## src/rtl/regfile_2r1w_if.sv

```systemverilog
// ---------------------------------------------------------------------------
// regfile_2r1w_if
//   Bus bundle for the 2-read / 1-write register file.
//   master : drives write/address/data/clear, receives read data and valid.
//   slave  : the register file itself.
//   Signals:
//     write, writenum, data_in   write port
//     clear_valid                clear every entry's valid bit (data kept)
//     readnum_a, readnum_b       read addresses
//     data_a, data_b             read data
//     valid_a, valid_b           addressed entry holds a written value
// ---------------------------------------------------------------------------
interface regfile_2r1w_if #(
  parameter int WIDTH = 16,
  parameter int AW    = 3
);
  logic             write;
  logic [AW-1:0]    writenum;
  logic [WIDTH-1:0] data_in;
  logic             clear_valid;
  logic [AW-1:0]    readnum_a;
  logic [AW-1:0]    readnum_b;
  logic [WIDTH-1:0] data_a;
  logic [WIDTH-1:0] data_b;
  logic             valid_a;
  logic             valid_b;

  modport master (
    output write, writenum, data_in, clear_valid, readnum_a, readnum_b,
    input  data_a, data_b, valid_a, valid_b
  );

  modport slave (
    input  write, writenum, data_in, clear_valid, readnum_a, readnum_b,
    output data_a, data_b, valid_a, valid_b
  );
endinterface

```

## src/rtl/regfile_2r1w.sv

```systemverilog
// ---------------------------------------------------------------------------
// regfile_2r1w
//   Parametrised register file, two independent read ports, one write port,
//   with per-entry valid tracking. Feeds the ALU A/B operands.
//   Ports:
//     clk      rising-edge clock
//     reset_n  asynchronous active-low reset; clears data, valid and outputs
//     bus      regfile_2r1w_if.slave (write port, clear_valid, read ports)
//   Parameters:
//     WIDTH    data bits per register
//     DEPTH    number of registers (2..256, any value)
//     READ_REG 0 = combinational read, 1 = registered read (1-cycle latency)
//     BYPASS   1 = same-cycle write to the read address is forwarded
//     AW       address width, derived from DEPTH
// ---------------------------------------------------------------------------
module regfile_2r1w #(
  parameter  int WIDTH    = 16,
  parameter  int DEPTH    = 8,
  parameter  int READ_REG = 0,
  parameter  int BYPASS   = 1,
  localparam int AW       = $clog2(DEPTH)
) (
  input  logic           clk,
  input  logic           reset_n,
  regfile_2r1w_if.slave  bus
);

  // One extra bit so DEPTH itself is representable for range compares.
  localparam logic [AW:0] DEPTH_W = (AW + 1)'(DEPTH);

  logic [WIDTH-1:0] mem [DEPTH];
  logic [DEPTH-1:0] valid;

  logic             wr_en;
  logic             in_range_a, in_range_b;
  logic [WIDTH-1:0] look_data_a, look_data_b;
  logic             look_valid_a, look_valid_b;

  // Addresses past DEPTH (non-power-of-two depths) never touch the array.
  assign wr_en      = bus.write && ({1'b0, bus.writenum} < DEPTH_W);
  assign in_range_a = {1'b0, bus.readnum_a} < DEPTH_W;
  assign in_range_b = {1'b0, bus.readnum_b} < DEPTH_W;

  // -------------------------------------------------------------------------
  // Storage and valid bits
  // -------------------------------------------------------------------------
  always_ff @(posedge clk or negedge reset_n) begin
    if (!reset_n) begin
      // NOTE: the array is reset because the design must read back zero after
      // reset; this makes it a flop array rather than an inferable RAM.
      for (int i = 0; i < DEPTH; i++) mem[i] <= '0;
      valid <= '0;
    end else begin
      // NOTE: with non-blocking assignments the last one in program order
      // wins, so the write below overrides clear_valid for its own entry.
      if (bus.clear_valid) valid <= '0;
      if (wr_en) begin
        mem[bus.writenum]   <= bus.data_in;
        valid[bus.writenum] <= 1'b1;
      end
    end
  end

  // -------------------------------------------------------------------------
  // Read lookup, including optional write-to-read forwarding
  // -------------------------------------------------------------------------
  always_comb begin
    // NOTE: every output of this block gets a default first, so no path
    // leaves it unassigned and no latch is inferred.
    look_data_a  = '0;
    look_valid_a = 1'b0;
    if (in_range_a) begin
      look_data_a  = mem[bus.readnum_a];
      look_valid_a = valid[bus.readnum_a];
    end
    if (BYPASS != 0 && wr_en && bus.writenum == bus.readnum_a) begin
      look_data_a  = bus.data_in;
      look_valid_a = 1'b1;
    end
  end

  always_comb begin
    look_data_b  = '0;
    look_valid_b = 1'b0;
    if (in_range_b) begin
      look_data_b  = mem[bus.readnum_b];
      look_valid_b = valid[bus.readnum_b];
    end
    if (BYPASS != 0 && wr_en && bus.writenum == bus.readnum_b) begin
      look_data_b  = bus.data_in;
      look_valid_b = 1'b1;
    end
  end

  // -------------------------------------------------------------------------
  // Output stage
  // -------------------------------------------------------------------------
  if (READ_REG != 0) begin : g_reg_read
    always_ff @(posedge clk or negedge reset_n) begin
      if (!reset_n) begin
        bus.data_a  <= '0;
        bus.data_b  <= '0;
        bus.valid_a <= 1'b0;
        bus.valid_b <= 1'b0;
      end else begin
        bus.data_a  <= look_data_a;
        bus.data_b  <= look_data_b;
        bus.valid_a <= look_valid_a;
        bus.valid_b <= look_valid_b;
      end
    end
  end else begin : g_comb_read
    assign bus.data_a  = look_data_a;
    assign bus.data_b  = look_data_b;
    assign bus.valid_a = look_valid_a;
    assign bus.valid_b = look_valid_b;
  end

endmodule
```

## src/flat_wrapper.sv

```systemverilog
// flat-port wrapper written by rule: the top's interface ports become plain ports
module regfile_2r1w_flat 
#(
  parameter  int WIDTH    = 16,
  parameter  int DEPTH    = 8,
  parameter  int READ_REG = 0,
  parameter  int BYPASS   = 1,
  localparam int AW       = $clog2(DEPTH)
)
  (clk, reset_n, bus_write, bus_writenum, bus_data_in, bus_clear_valid, bus_readnum_a, bus_readnum_b, bus_data_a, bus_data_b, bus_valid_a, bus_valid_b);
  regfile_2r1w_if #(.WIDTH(WIDTH)) bus_i ();
  input  logic clk;
  input  logic reset_n;
  input wire logic [$bits(bus_i.write)-1:0] bus_write;
  input wire logic [$bits(bus_i.writenum)-1:0] bus_writenum;
  input wire logic [$bits(bus_i.data_in)-1:0] bus_data_in;
  input wire logic [$bits(bus_i.clear_valid)-1:0] bus_clear_valid;
  input wire logic [$bits(bus_i.readnum_a)-1:0] bus_readnum_a;
  input wire logic [$bits(bus_i.readnum_b)-1:0] bus_readnum_b;
  output wire logic [$bits(bus_i.data_a)-1:0] bus_data_a;
  output wire logic [$bits(bus_i.data_b)-1:0] bus_data_b;
  output wire logic [$bits(bus_i.valid_a)-1:0] bus_valid_a;
  output wire logic [$bits(bus_i.valid_b)-1:0] bus_valid_b;
  assign bus_i.write = bus_write;
  assign bus_i.writenum = bus_writenum;
  assign bus_i.data_in = bus_data_in;
  assign bus_i.clear_valid = bus_clear_valid;
  assign bus_i.readnum_a = bus_readnum_a;
  assign bus_i.readnum_b = bus_readnum_b;
  assign bus_data_a = bus_i.data_a;
  assign bus_data_b = bus_i.data_b;
  assign bus_valid_a = bus_i.valid_a;
  assign bus_valid_b = bus_i.valid_b;
  regfile_2r1w #(.WIDTH(WIDTH), .DEPTH(DEPTH), .READ_REG(READ_REG), .BYPASS(BYPASS)) u_core (.clk(clk), .reset_n(reset_n), .bus(bus_i));
endmodule
```

## config.mk

```make
export PLATFORM = sky130hd
export DESIGN_NAME = regfile_2r1w_flat
export DESIGN_NICKNAME = d
export VERILOG_FILES = /design/src/rtl/regfile_2r1w_if.sv /design/src/rtl/regfile_2r1w.sv /design/src/flat_wrapper.sv
export SDC_FILE = /design/constraint.sdc
export NUM_CORES = 1
export LEC_CHECK = 0
export BUFFER_PORTS_ARGS = -buffer_cell sky130_fd_sc_hd__buf_2
export CAP_MARGIN = 30
export CORE_MARGIN = 2
export CORE_UTILIZATION = 61
export DETAILED_ROUTE_END_ITERATION = 12
export PLACE_DENSITY = 0.79
export SYNTH_ARGS = -nofsm -noshare
export SYNTH_HDL_FRONTEND = slang
export SYNTH_SLANG_ARGS = --single-unit
```

## constraint.sdc

```tcl
create_clock -name clk -period 2.5 [get_ports clk]
set_input_delay 0.5 -clock clk [delete_from_list [all_inputs] [get_ports clk]]
set_output_delay 0.5 -clock clk [all_outputs]
set_load 0.05 [all_outputs]
```

# After elaboration in Yosys (flattened, before gate mapping)

Index checks and enable logic that the tools add are counted.

Reductions and logical operators: 4
Bitwise operators: 4
Equality and inequality tests: 2
Mux-type cells: 21
Order comparisons: 8

Operator list:

| kind                                                                                | number |
|---|---|
| 128-bit bitwise mux                                                                 | 1 |
| 16-bit 2-to-1 mux                                                                   | 7 |
| 16-bit binary-select mux with 3-bit select                                          | 2 |
| 16-bit demux with 3-bit select                                                      | 1 |
| 8-bit 2-to-1 mux                                                                    | 2 |
| 4-bit greater-or-equal comparator, second input constant                            | 3 |
| 3-bit by 4-bit < comparator with 1-bit output, second input constant                | 3 |
| 3-bit NOT with 4-bit output                                                         | 3 |
| 8-bit OR                                                                            | 1 |
| 1-bit binary-select mux with 3-bit select                                           | 2 |
| 3-bit == test                                                                       | 2 |
| 1-bit 2-to-1 mux                                                                    | 5 |
| 1-bit logical AND                                                                   | 4 |
| 4-bit by 1-bit < comparator with 1-bit output, second input constant                | 1 |
| 1-bit demux with 3-bit select                                                       | 1 |
| 3-bit by 1-bit greater-or-equal comparator with 1-bit output, second input constant | 1 |

Flip-flop bits (word level): 136
Output and inout port bits: 34
Bits of input ports: 29
Logic and storage cells: 48

# Longest topological paths before layout

Gate-level depths: netlist of run 1.

Depth after elaboration: 6
Gate-level depth with buffers: 6
Gate-level depth less buffers: 3

# Least setup slack after synthesis of run 1

No wires, ideal clock.

Kind: input-to-output
Start point: input bus_readnum_a[0]
End point: output bus_data_a[11]
Arrival: 1.940 ns
Stages: 5
Required time: 2.000 ns
Slack: 0.060 ns
Path buffers: 2
Path through: buf_6 buf_6 mux4_1 mux2_2 mux2_2

Cells in the longest elaborated chain, start to end: 5

RTL lines:

| item                                                  | RTL line           | text |
|---|---|---|
| start, declared                                       | flat_wrapper.sv:18 | `input wire logic [$bits(bus_i.readnum_a)-1:0] bus_readnum_a;` |
| 3-bit NOT with 4-bit output (not written as such)     | regfile_2r1w.sv:73 | `look_data_a = mem[bus.readnum_a];` |
| 16-bit binary-select mux with 3-bit select            | regfile_2r1w.sv:73 |  |
| 16-bit 2-to-1 mux (not written as such) (2 in series) | regfile_2r1w.sv:73 |  |
| 16-bit 2-to-1 mux *                                   | regfile_2r1w.sv:76 | `if (BYPASS != 0 && wr_en && bus.writenum == bus.readnum_a) begin` |
| end, declared                                         | flat_wrapper.sv:20 | `output wire logic [$bits(bus_i.data_a)-1:0] bus_data_a;` |

Every way passes the cells marked *; elsewhere a longest branch is shown, timed or not. The select of a mux whose other input is x is not followed.

# Final worst setup path of run 1

Start point: input bus_readnum_b[0]
End point: output bus_data_b[5]

Cells in the longest elaborated chain, start to end: 5

RTL lines:

| item                                                  | RTL line           | text |
|---|---|---|
| start, declared                                       | flat_wrapper.sv:19 | `input wire logic [$bits(bus_i.readnum_b)-1:0] bus_readnum_b;` |
| 3-bit NOT with 4-bit output (not written as such)     | regfile_2r1w.sv:86 | `look_data_b = mem[bus.readnum_b];` |
| 16-bit binary-select mux with 3-bit select            | regfile_2r1w.sv:86 |  |
| 16-bit 2-to-1 mux (not written as such) (2 in series) | regfile_2r1w.sv:86 |  |
| 16-bit 2-to-1 mux *                                   | regfile_2r1w.sv:89 | `if (BYPASS != 0 && wr_en && bus.writenum == bus.readnum_b) begin` |
| end, declared                                         | flat_wrapper.sv:21 | `output wire logic [$bits(bus_i.data_b)-1:0] bus_data_b;` |

Marked as above.

==> out/metrics.csv, run 1 <==
stage;metric;value;unit
worst_setup_path;FF-to-FF End;u_core.mem[107];
finish;synthesis-to-layout area growth;21.89;%
worst_setup_path;Setup CP Type;in2out;
synth;Post-synth ARST share;1.000;
synth;EDFF count, synth;0;
placement;DP Wirelength;11780;um
timing;Final Hold Viols;0;
floorplanning;Die Area;13950;sq um
timing;setup ws final;-0.04098;ns
worst_setup_path;Worst setup SP type;input pin;
synth;ranking of synthesized cells by area;dfrtp_1, mux2_2, mux4_1, mux2_4, buf_6;
synth;synthesis-stage register bit count;136;
clock_network;worst skew pair latency;0.42;ns
finish;n_diodes;0;
worst_setup_path;Slowest Stage Delay on Critical Path;0.51;ns
clock_network;CTS Buffer Depth;2;
route;DRC Markers;0;
worst_setup_path;critical path depth;6;
synth;Top FF cell, synth;dfrtp_1;
timing;final slew viol count;0;
synth;Post-Syn Nets;510;
timing;RSZ-0062 raised after global routing;true;
power_and_ir_drop;PwrDens;869.2;nW/um^2
finish;commonest non-fill, non-tap cell in the layout;mux2_2;
worst_setup_path;slowest CP cell;mux4_2;
clock_network;CTS clk-pin slew, worst paths;0.05;ns
power_and_ir_drop;Comb pwr share;0.357;
floorplanning;die width;118.1;um
timing;Setup Viol. Count Final;13;
run_status;outcome;finished, violations left;
clock_network;TritonCTS buffer count;17;
worst_setup_path;family with the most delay on the worst path;multiplexers;
synth;Synth Warn #;0;
route;initial drt markers;354;
power_and_ir_drop;Clk pwr share;0.280;
clock_network;H-tree Lvls;4;
clock_network;CTS tree;yes;
synth;post-synth top area cell;dfrtp_1;
finish;most frequent cells in the layout;mux2_2, dfrtp_1, mux4_2, mux2_4, buf_4;
power_and_ir_drop;net switching power;2.597;mW
worst_setup_path;CP required;2.00;ns
power_and_ir_drop;Switching Share;0.3085;
finish;share of cells above drive strength 1;0.7000;
global_routing;largest net degree at the start of global routing;59;
synth;Yosys top cell area share;0.4283;
route;Vias;4896;
worst_setup_path;worst r2r src;u_core.mem[107];
synth;Post-Syn Instances;481;
finish;Final #Nets;597;
global_routing;antenna violations before repair;0;
placement;IO Port Bufs;62;
floorplanning;initial core utilization;0.6270;
timing;Worst-Margin Slew;0.5479;ns
run;total of max-cap violations;0;
clock_network;Clock Root Buffer;clkbuf_16;
worst_setup_path;Most common cell on crit path;mux2_4;
worst_setup_path;sum of buffers and inverters on the critical path;3;
power_and_ir_drop;Int Pwr;5.821;mW
floorplanning;core region area;12670;sq um
global_routing;Total GRT Usage;0.2983;
worst_setup_path;Setup crit start;bus_readnum_b[0];
timing;Tcrit/Tclk final;1.016;
route;Detailed Route WL;19930;um
worst_setup_path;Worst setup EP type;output port;
timing;Hold WS;0.04291;ns
floorplanning;Die Y;118.1;um
run_status;violated checks;negative setup slack;
placement;routability cong.;0.7970;
worst_setup_path;crit-path max FO;8;
route;drt first pass iters;5;
worst_setup_path;CP Data Arrival Time;2.04;ns
timing;Max-slew headroom;0.6328;
worst_setup_path;Reg2Reg Depth;2;
clock_network;CTS Sinks;136;
synth;Post-Syn Area;7945;sq um
timing;fmax;393.5;MHz
timing;minimum clock period;2.541;ns
power_and_ir_drop;Reg power frac;0.363;
synth;Mean Syn Cell Area;16.52;sq um
route;post-DR wirelength/cell;26.50;um
min_path;min-delay worst type;in2async;
synth;Synth cell types;20;
route;antenna-violating nets left;0;
route;Via density;6.511;
power_and_ir_drop;Pleak;4.286;nW
floorplanning;# IOs;63;
global_routing;total grt overflow;0;
worst_setup_path;worst reg2reg setup slack;1.57;ns
clock_network;hold_buf cts;0;
floorplanning;row cnt;41;
placement;DP Worst Slack;-0.2055;ns
power_and_ir_drop;peak supply drop;677.3;uV
worst_setup_path;worst setup path endpoint;bus_data_b[5];
timing;Final Skew;0;ns
global_routing;vias in the first global route;5364;
worst_setup_path;CP cell instances;buf_16 -> buf_12 -> mux4_2 -> mux2_4 -> mux2_4 -> buf_8;
synth;register area share after synthesis;0.4283;
global_routing;first-pass GRT wire length;31070;um
==> how the worst min path moves through the flow <==
stage                     cells past startpoint         endpoint             from  slack, ns
final                                         1   u_core.mem[66]          reset_n       0.04
after global routing                          1   u_core.mem[66]          reset_n       0.08
after detailed placement                      1   u_core.mem[66]          reset_n       0.50
after floorplan                               0    u_core.mem[0]          reset_n       0.20
after global placement                        1  u_core.valid[1]  u_core.valid[1]       0.47
after CTS                                     1   u_core.mem[66]          reset_n       0.06
==> through the flow <==
step / std cells / setup TNS, ns / instance area (sq um) / utilization / total power, mW
CTS: 745 / -0.4106 / 9550 / 0.7537 / 8.245
finish: 752 / -0.2309 / 9684 / 0.7643 / 8.418
floorplan: 481 / 0 / 7945 / - / 4.806
detailed placement: 704 / -5.138 / 8622 / 0.6805 / 5.364
global route: 752 / -1.303 / 9684 / 0.7643 / 8.722
global placement: 704 / -4.447 / 8622 / 0.6805 / 5.241
==> per-layer routing <==
| metal | part of all wire | track usage | wire (um) | up-vias |
|---|---|---|---|---|
| met3 | 0.057 | 0.06056 | 1126 | 34 |
| met1 | 0.40 | 0.3948 | 7885 | 2633 |
| met5 | 0 | 0 | 0 | - |
| met2 | 0.53 | 0.4996 | 10550 | 206 |
| met4 | 0.018 | 0.09337 | 359 | 0 |
| li1 | - | - | - | 2023 |
==> cell families after synthesis <==
family / after synthesis / share of synthesized area
multiplexers: 262 / 0.5043
flip-flops: 136 / 0.4283
buffers and inverters: 55 / 0.04095
AND/OR/NAND/NOR: 14 / 0.01354
AO/OA/AOI/OAI: 8 / 0.006299
XOR/XNOR: 6 / 0.006614
==> layout make-up <==
class	instances	area [sq um]
inverters	5	18.77
clock buffers	21	440.4
well taps	172	215.2
clock inverters	10	105.1
flip-flops and latches	136	3403
fillers	761	2987
repair buffers	118	1371
multi-input cells	290	4130
==> Yosys cell counts, types with 4 or more instances <==
cell type	number
mux2_2	182
buf_2	11
mux2_4	10
o21ai_0	4
clkbuf_1	7
buf_6	12
mux4_1	68
buf_4	4
buf_1	16
inv_1	5
dfrtp_1	136
xnor2_1	6
a21o_1	4
==> registers in the layout (all words and copies together), names as in the netlist <==
name,flops
u_core.mem,128
u_core.valid,8
==> what timing repair did <==
| item | CTS | global route |
|---|---|---|
| pin swaps | 1 | 0 |
| endpoints found under the setup margin | 32 | 32 |
| buffers inserted | 5 | 6 |
| resized for setup | 169 | 45 |
| endpoints found under the hold margin | 0 | 0 |
| cloned | 5 | 1 |
==> power by group through the flow <==
| stage | sequential (mW) | combinational (mW) | clock (mW) |
|---|---|---|---|
| floorplan | 2.89 | 1.92 | 0 |
| global placement | 2.96 | 2.28 | 0 |
| detailed placement | 3.02 | 2.35 | 0 |
| CTS | 3.02 | 2.84 | 2.38 |
| global route | 3.10 | 3.14 | 2.48 |
| finish | 3.05 | 3.01 | 2.36 |
No activity file was read; power rests on OpenSTA's default activity.
==> run 2, diff against run 1 <==
--- a/config.mk
+++ b/config.mk
@@ -7,8 +7,10 @@
 export LEC_CHECK = 0
 export BUFFER_PORTS_ARGS = -buffer_cell sky130_fd_sc_hd__buf_2
 export CAP_MARGIN = 30
+export CELL_PAD_IN_SITES_DETAIL_PLACEMENT = 1
+export CELL_PAD_IN_SITES_GLOBAL_PLACEMENT = 1
 export CORE_MARGIN = 2
-export CORE_UTILIZATION = 61
+export CORE_UTILIZATION = 52
 export DETAILED_ROUTE_END_ITERATION = 12
 export PLACE_DENSITY = 0.79
 export SYNTH_ARGS = -nofsm -noshare
==> run 2 against run 1 <==
Effect of this change:
- the run still ends with negative setup slack left
- sequential power is essentially flat
- power is essentially flat
- count of clock-buffer cells in the layout grew 5
- global-route usage shrank 0.66 points
- worst hold slack gained 0.15 ns
- largest cell class unchanged
- highest routed layer unchanged
==> out/metrics.csv, run 2 (same netlist as run 1, synthesis figures left out) <==
stage;metric;value;unit
floorplanning;Die Area;16280;sq um
worst_setup_path;family with the most delay on the worst path;multiplexers;
worst_setup_path;Worst setup SP type;input pin;
worst_setup_path;slowest CP cell;mux4_2;
timing;Setup Viol. Count Final;26;
global_routing;largest net degree at the start of global routing;137;
route;post-DR wirelength/cell;29.15;um
timing;final slew viol count;0;
power_and_ir_drop;Clk pwr share;0.274;
route;Vias;5007;
floorplanning;core region area;15090;sq um
timing;fmax;384.0;MHz
floorplanning;Die Y;127.6;um
route;Via density;6.469;
timing;setup ws final;-0.1039;ns
floorplanning;initial core utilization;0.5265;
power_and_ir_drop;post-layout power;8.419;mW
worst_setup_path;crit-path max FO;8;
clock_network;TritonCTS buffer count;17;
floorplanning;# IOs;63;
floorplanning;die width;127.6;um
finish;Most flops, register;u_core.mem;
worst_setup_path;CP cell instances;buf_12 -> buf_12 -> buf_12 -> mux4_2 -> mux2_2 -> mux2_4 -> buf_8;
clock_network;CTS Sinks;136;
min_path;min-delay worst type;in2async;
finish;share of cells above drive strength 1;0.6872;
timing;Tcrit/Tclk final;1.042;
finish;most frequent cells in the layout;mux2_2, dfrtp_1, mux4_2, mux2_4, buf_4;
finish;synthesis-to-layout area growth;22.50;%
worst_setup_path;Worst setup EP type;output port;
timing;Worst-Margin Slew;0.7506;ns
placement;IO Port Bufs;62;
worst_setup_path;sum of buffers and inverters on the critical path;4;
global_routing;Total GRT Usage;0.2918;
clock_network;H-tree Lvls;4;
finish;Largest register FFs;128;
worst_setup_path;CP required;2.00;ns
finish;Final #Nets;603;
clock_network;CTS clk-pin slew, worst paths;0.05;ns
run_status;violated checks;negative setup slack;
worst_setup_path;critical path depth;7;
finish;biggest regs;u_core.mem: 128 flops, u_core.valid: 8 flops;
timing;minimum clock period;2.604;ns
worst_setup_path;Setup CP Type;in2out;
power_and_ir_drop;peak supply drop;580.9;uV
timing;Final Skew;0;ns
route;Detailed Route WL;22560;um
power_and_ir_drop;Switching Share;0.3143;
power_and_ir_drop;Reg power frac;0.366;
power_and_ir_drop;PwrDens;865.0;nW/um^2
timing;RSZ-0062 raised after global routing;true;
timing;Max-slew headroom;0.4996;
finish;commonest non-fill, non-tap cell in the layout;mux2_2;
power_and_ir_drop;Pleak;4.308;nW
timing;Hold WS;0.1891;ns
route;DRC Markers;0;
clock_network;Clock Root Buffer;clkbuf_16;
worst_setup_path;Most common cell on crit path;buf_12;
timing;Setup TNS;-1.307;ns
route;initial drt markers;282;
clock_network;CTS tree;yes;
placement;DP Wirelength;13160;um
floorplanning;row cnt;45;
worst_setup_path;CP Data Arrival Time;2.10;ns
global_routing;antenna violations before repair;1;
route;antenna-violating nets left;0;
clock_network;worst skew pair latency;0.42;ns
finish;Final Core Density;0.6450;
power_and_ir_drop;Int Pwr;5.773;mW
route;drt first pass iters;4;
run;total of max-cap violations;0;
global_routing;first-pass GRT wire length;34640;um
placement;routability cong.;0.7766;
global_routing;total grt overflow;0;
power_and_ir_drop;net switching power;2.647;mW
timing;Final Hold Viols;0;
run_status;outcome;finished, violations left;
global_routing;vias in the first global route;5524;
worst_setup_path;Reg2Reg Depth;3;
power_and_ir_drop;Comb pwr share;0.360;
clock_network;CTS Buffer Depth;2;
worst_setup_path;Slowest Stage Delay on Critical Path;0.50;ns
-- run 2: cell count changes in the layout (fill, tap and decap cells not counted), sizes merged --
cell,delta
clkinv,-3
bufinv,-1
clkinvlp,-2
diode,+1
buf,+7
clkbuf,+4
-- run 2: through the flow --
step,cells,cell area (sq um),worst slack [ns]
floorplan,481,7945,0.06035
global placement,719,8622,-0.1707
detailed placement,719,8622,-0.2198
CTS,767,9661,-0.09815
global route,774,9733,-0.1430
finish,774,9733,-0.1039
-- run 2: final timing paths --
kind,slack [ns],to,from
worst min-delay path,0.19,u_core.valid[6],reset_n
worst max register to register,1.44,u_core.mem[68],u_core.mem[68]
worst min register to register,0.52,u_core.valid[4],u_core.valid[4]
min in group clk,0.35,u_core.valid[7],bus_clear_valid
worst max-delay path,-0.10,bus_data_b[5],bus_readnum_b[0]
max in group asynchronous,1.75,u_core.mem[33],reset_n
-- run 2: timing repair --
item,CTS,global route
gates resized for setup,185,18
hold buffers,0,0
pin swaps,1,0
buffers inserted,12,6
setup endpoints to repair,32,33
cloned,6,0
endpoints found under the hold margin,0,0
-- run 2: routing by layer --
layer,vias to the layer above,GRT usage,wire [um],part of all wire
li1,2052,-,-,-
met1,2744,0.3773,9080,0.40
met2,169,0.4929,11810,0.52
met3,42,0.05946,1076,0.048
met4,0,0.1034,597,0.026
met5,-,0,0,0
-- run 2: final cells by class --
cell class | count | area, sq um
diodes | 1 | 2.502
clock buffers | 26 | 479.2
clock inverters | 4 | 45.04
fillers | 1344 | 5356
inverters | 5 | 18.77
multi-input cells | 290 | 4138
flip-flops and latches | 136 | 3403
well taps | 188 | 235.2
repair buffers | 124 | 1411
-- run 2: power by group through the flow --
stage	Sequential (mW)	Combinational, mW	Clock (mW)
3_5_place_dp	3.04	2.38	0
2_1_floorplan	2.89	1.92	0
5_1_grt	3.13	3.17	2.44
3_3_place_gp	2.96	2.30	0
4_1_cts	3.04	2.96	2.33
6_report	3.08	3.03	2.31
==> run 3, diff against run 2 <==
--- a/config.mk
+++ b/config.mk
@@ -5,14 +5,15 @@
 export SDC_FILE = /design/constraint.sdc
 export NUM_CORES = 1
 export LEC_CHECK = 0
+export ABC_AREA = 1
 export BUFFER_PORTS_ARGS = -buffer_cell sky130_fd_sc_hd__buf_2
 export CAP_MARGIN = 30
 export CELL_PAD_IN_SITES_DETAIL_PLACEMENT = 1
 export CELL_PAD_IN_SITES_GLOBAL_PLACEMENT = 1
 export CORE_MARGIN = 2
-export CORE_UTILIZATION = 52
+export CORE_UTILIZATION = 43
 export DETAILED_ROUTE_END_ITERATION = 12
-export PLACE_DENSITY = 0.79
+export PLACE_DENSITY = 0.78
 export SYNTH_ARGS = -nofsm -noshare
 export SYNTH_HDL_FRONTEND = slang
 export SYNTH_SLANG_ARGS = --single-unit
==> run 3 against run 2 <==
Effect of this change:
- the run now ends clean
- flip-flop and latch count did not move
- final cell count up 98%
- power decreased by 11%
- critical path type unchanged
- largest cell class unchanged
==> out/metrics.csv, run 3 <==
stage;metric;value;unit
power_and_ir_drop;Reg power frac;0.375;
route;post-DR wirelength/cell;19.50;um
floorplanning;die width;142.1;um
global_routing;first-pass GRT wire length;48570;um
finish;Seq. cell area;3403;sq um
floorplanning;core region area;18710;sq um
synth;Synth cell types;20;
synth;Post-Syn Nets;1277;
synth;Top FF cell, synth;dfrtp_1;
worst_setup_path;Worst setup SP type;input pin;
finish;commonest non-fill, non-tap cell in the layout;nand2_1;
timing;RSZ-0062 raised after global routing;false;
route;initial drt markers;667;
clock_network;TritonCTS buffer count;17;
clock_network;Clock Root Buffer;clkbuf_16;
min_path;min-delay worst type;in2reg;
finish;Final Core Density;0.4999;
timing;Hold WS;0.3316;ns
synth;Synth Warn #;0;
floorplanning;row cnt;50;
finish;share of cells above drive strength 1;0.1104;
timing;final slew viol count;0;
timing;Max-slew headroom;0.4876;
worst_setup_path;family with the most delay on the worst path;buffers and inverters;
placement;IO Port Bufs;62;
finish;synthesis-to-layout area growth;14.07;%
synth;most common cell in the synthesized netlist;nand2_1;
worst_setup_path;slowest CP cell;buf_12;
power_and_ir_drop;Int Pwr;4.795;mW
timing;Setup Viol. Count Final;0;
run_status;outcome;completed;
finish;most frequent cells in the layout;nand2_1, nand3_1, inv_1, o21ai_0, dfrtp_1;
synth;Post-synth ARST share;1.000;
finish;Final #Nets;1311;
run;total of max-cap violations;0;
clock_network;H-tree Lvls;4;
route;Via density;5.571;
placement;DP Wirelength;18190;um
finish;Multi-input gate area;3774;sq um
worst_setup_path;sum of buffers and inverters on the critical path;3;
clock_network;CTS Buffer Depth;2;
route;DRC Markers;0;
route;drt first pass iters;5;
placement;routability cong.;0.8425;
power_and_ir_drop;Switching Share;0.3605;
worst_setup_path;Setup CP Type;in2out;
clock_network;CTS Sinks;136;
power_and_ir_drop;Pleak;5.009;nW
worst_setup_path;CP Data Arrival Time;1.87;ns
timing;Tcrit/Tclk final;0.9475;
synth;ranking of synthesized cells by area;dfrtp_1, nand2_1, nand3_1, o21ai_0, inv_1;
synth;synthesis-stage register bit count;136;
floorplanning;Die Y;142.1;um
synth;Synth top cells by count;nand2_1, nand3_1, inv_1;
floorplanning;initial core utilization;0.4382;
clock_network;CTS clk-pin slew, worst paths;0.06;ns
worst_setup_path;Slowest Stage Delay on Critical Path;0.35;ns
clock_network;CTS tree;yes;
clock_network;worst skew pair latency;0.42;ns
timing;minimum clock period;2.369;ns
global_routing;vias in the first global route;9090;
worst_setup_path;CP cell instances;buf_2 -> buf_12 -> a21oi_1 -> o21ai_0 -> nand3_1 -> nand3_1 -> buf_2;
timing;Setup TNS;0;ns
global_routing;largest net degree at the start of global routing;76;
synth;Post-Syn Instances;1248;
route;Vias;8524;
synth;Mean Syn Cell Area;6.568;sq um
global_routing;total grt overflow;0;
synth;post-synth top area cell;dfrtp_1;
timing;Final Hold Viols;0;
timing;fmax;422.2;MHz
finish;biggest regs;u_core.mem: 128 flops, u_core.valid: 8 flops;
power_and_ir_drop;net switching power;2.703;mW
finish;Most flops, register;u_core.mem;
synth;Yosys top cell area share;0.4152;
synth;EDFF count, synth;0;
power_and_ir_drop;Comb pwr share;0.267;
global_routing;antenna violations before repair;1;
timing;Final Skew;0;ns
worst_setup_path;crit-path max FO;71;
synth;register area share after synthesis;0.4152;
floorplanning;Die Area;20180;sq um
power_and_ir_drop;Clk pwr share;0.357;
floorplanning;# IOs;63;
finish;Largest register FFs;128;
power_and_ir_drop;PwrDens;801.9;nW/um^2
clock_network;Setup Buffers After CTS;0;
timing;Worst-Margin Slew;0.7659;ns
finish;filler instances;2491;
route;Detailed Route WL;29830;um
worst_setup_path;Worst setup EP type;output port;
route;antenna-violating nets left;0;
worst_setup_path;CP required;2.00;ns
synth;Post-Syn Area;8197;sq um
global_routing;Total GRT Usage;0.3125;
power_and_ir_drop;peak supply drop;435.7;uV
run 3: metrics by stage:
step	instance area [sq um]	worst slack (ns)	instances	total power, mW
6_report	9350	0.1314	1530	7.498
5_1_grt	9348	0.02461	1529	7.921
4_1_cts	9348	0.1140	1529	7.525
3_5_place_dp	8726	0.1147	1496	4.828
3_3_place_gp	8726	0.1038	1496	4.747
2_1_floorplan	8197	0.3808	1248	4.230
run 3: final timing paths:
check	start	to	slack, ns	depth (start not counted)
setup / recovery	bus_readnum_a[0]	bus_valid_a	0.13	7
hold / removal	bus_data_in[4]	u_core.mem[4]	0.33	3
setup reg to reg	u_core.mem[61]	u_core.mem[61]	1.76	2
hold reg to reg	u_core.mem[121]	u_core.mem[121]	0.49	2
max in group asynchronous	reset_n	u_core.mem[7]	1.23	3
min in group asynchronous	reset_n	u_core.mem[43]	0.54	2
run 3: layer usage:
metal	track usage	share of wire	routed length [um]
met2	0.5256	0.48	14270
met5	0	0	0
met3	0.05451	0.058	1724
met4	0.1153	0.029	860
met1	0.4047	0.44	12980
run 3: repair_timing:
item	4_1_cts	5_1_grt
gates resized for setup	0	0
endpoints found under the hold margin	33	0
hold buffers	1	0
run 3: cell type report:
cell class	count	area share
diodes	1	0.0002676
clock buffers	19	0.04737
clock inverters	13	0.01807
inverters	163	0.06624
multi-input cells	870	0.4036
flip-flops and latches	136	0.3640
well taps	234	0.03131
repair buffers	94	0.06918
run 3: worst reg2reg max path: cells and delay by family (launching register included):
kind / cells / cell delay, ns
flip-flops: 1 / 0.40
AO/OA/AOI/OAI: 1 / 0.11
AND/OR/NAND/NOR: 1 / 0.07
run 3: kinds of logic after synthesis:
logic type,count (synthesis),share of synthesized area
buffers and inverters,242,0.1247
and+or+nand+nor,718,0.3671
DFF,136,0.4152
AOI/OAI and AO/OA,152,0.09296
run 3: power by group through the flow:
| stage | registers (mW) | clock network [mW] | logic (mW) |
|---|---|---|---|
| 2_1_floorplan | 2.79 | 0 | 1.44 |
| 6_report | 2.82 | 2.68 | 2.00 |
| 3_5_place_dp | 2.84 | 0 | 1.99 |
| 3_3_place_gp | 2.82 | 0 | 1.92 |
| 4_1_cts | 2.81 | 2.71 | 2.01 |
| 5_1_grt | 2.86 | 2.79 | 2.27 |
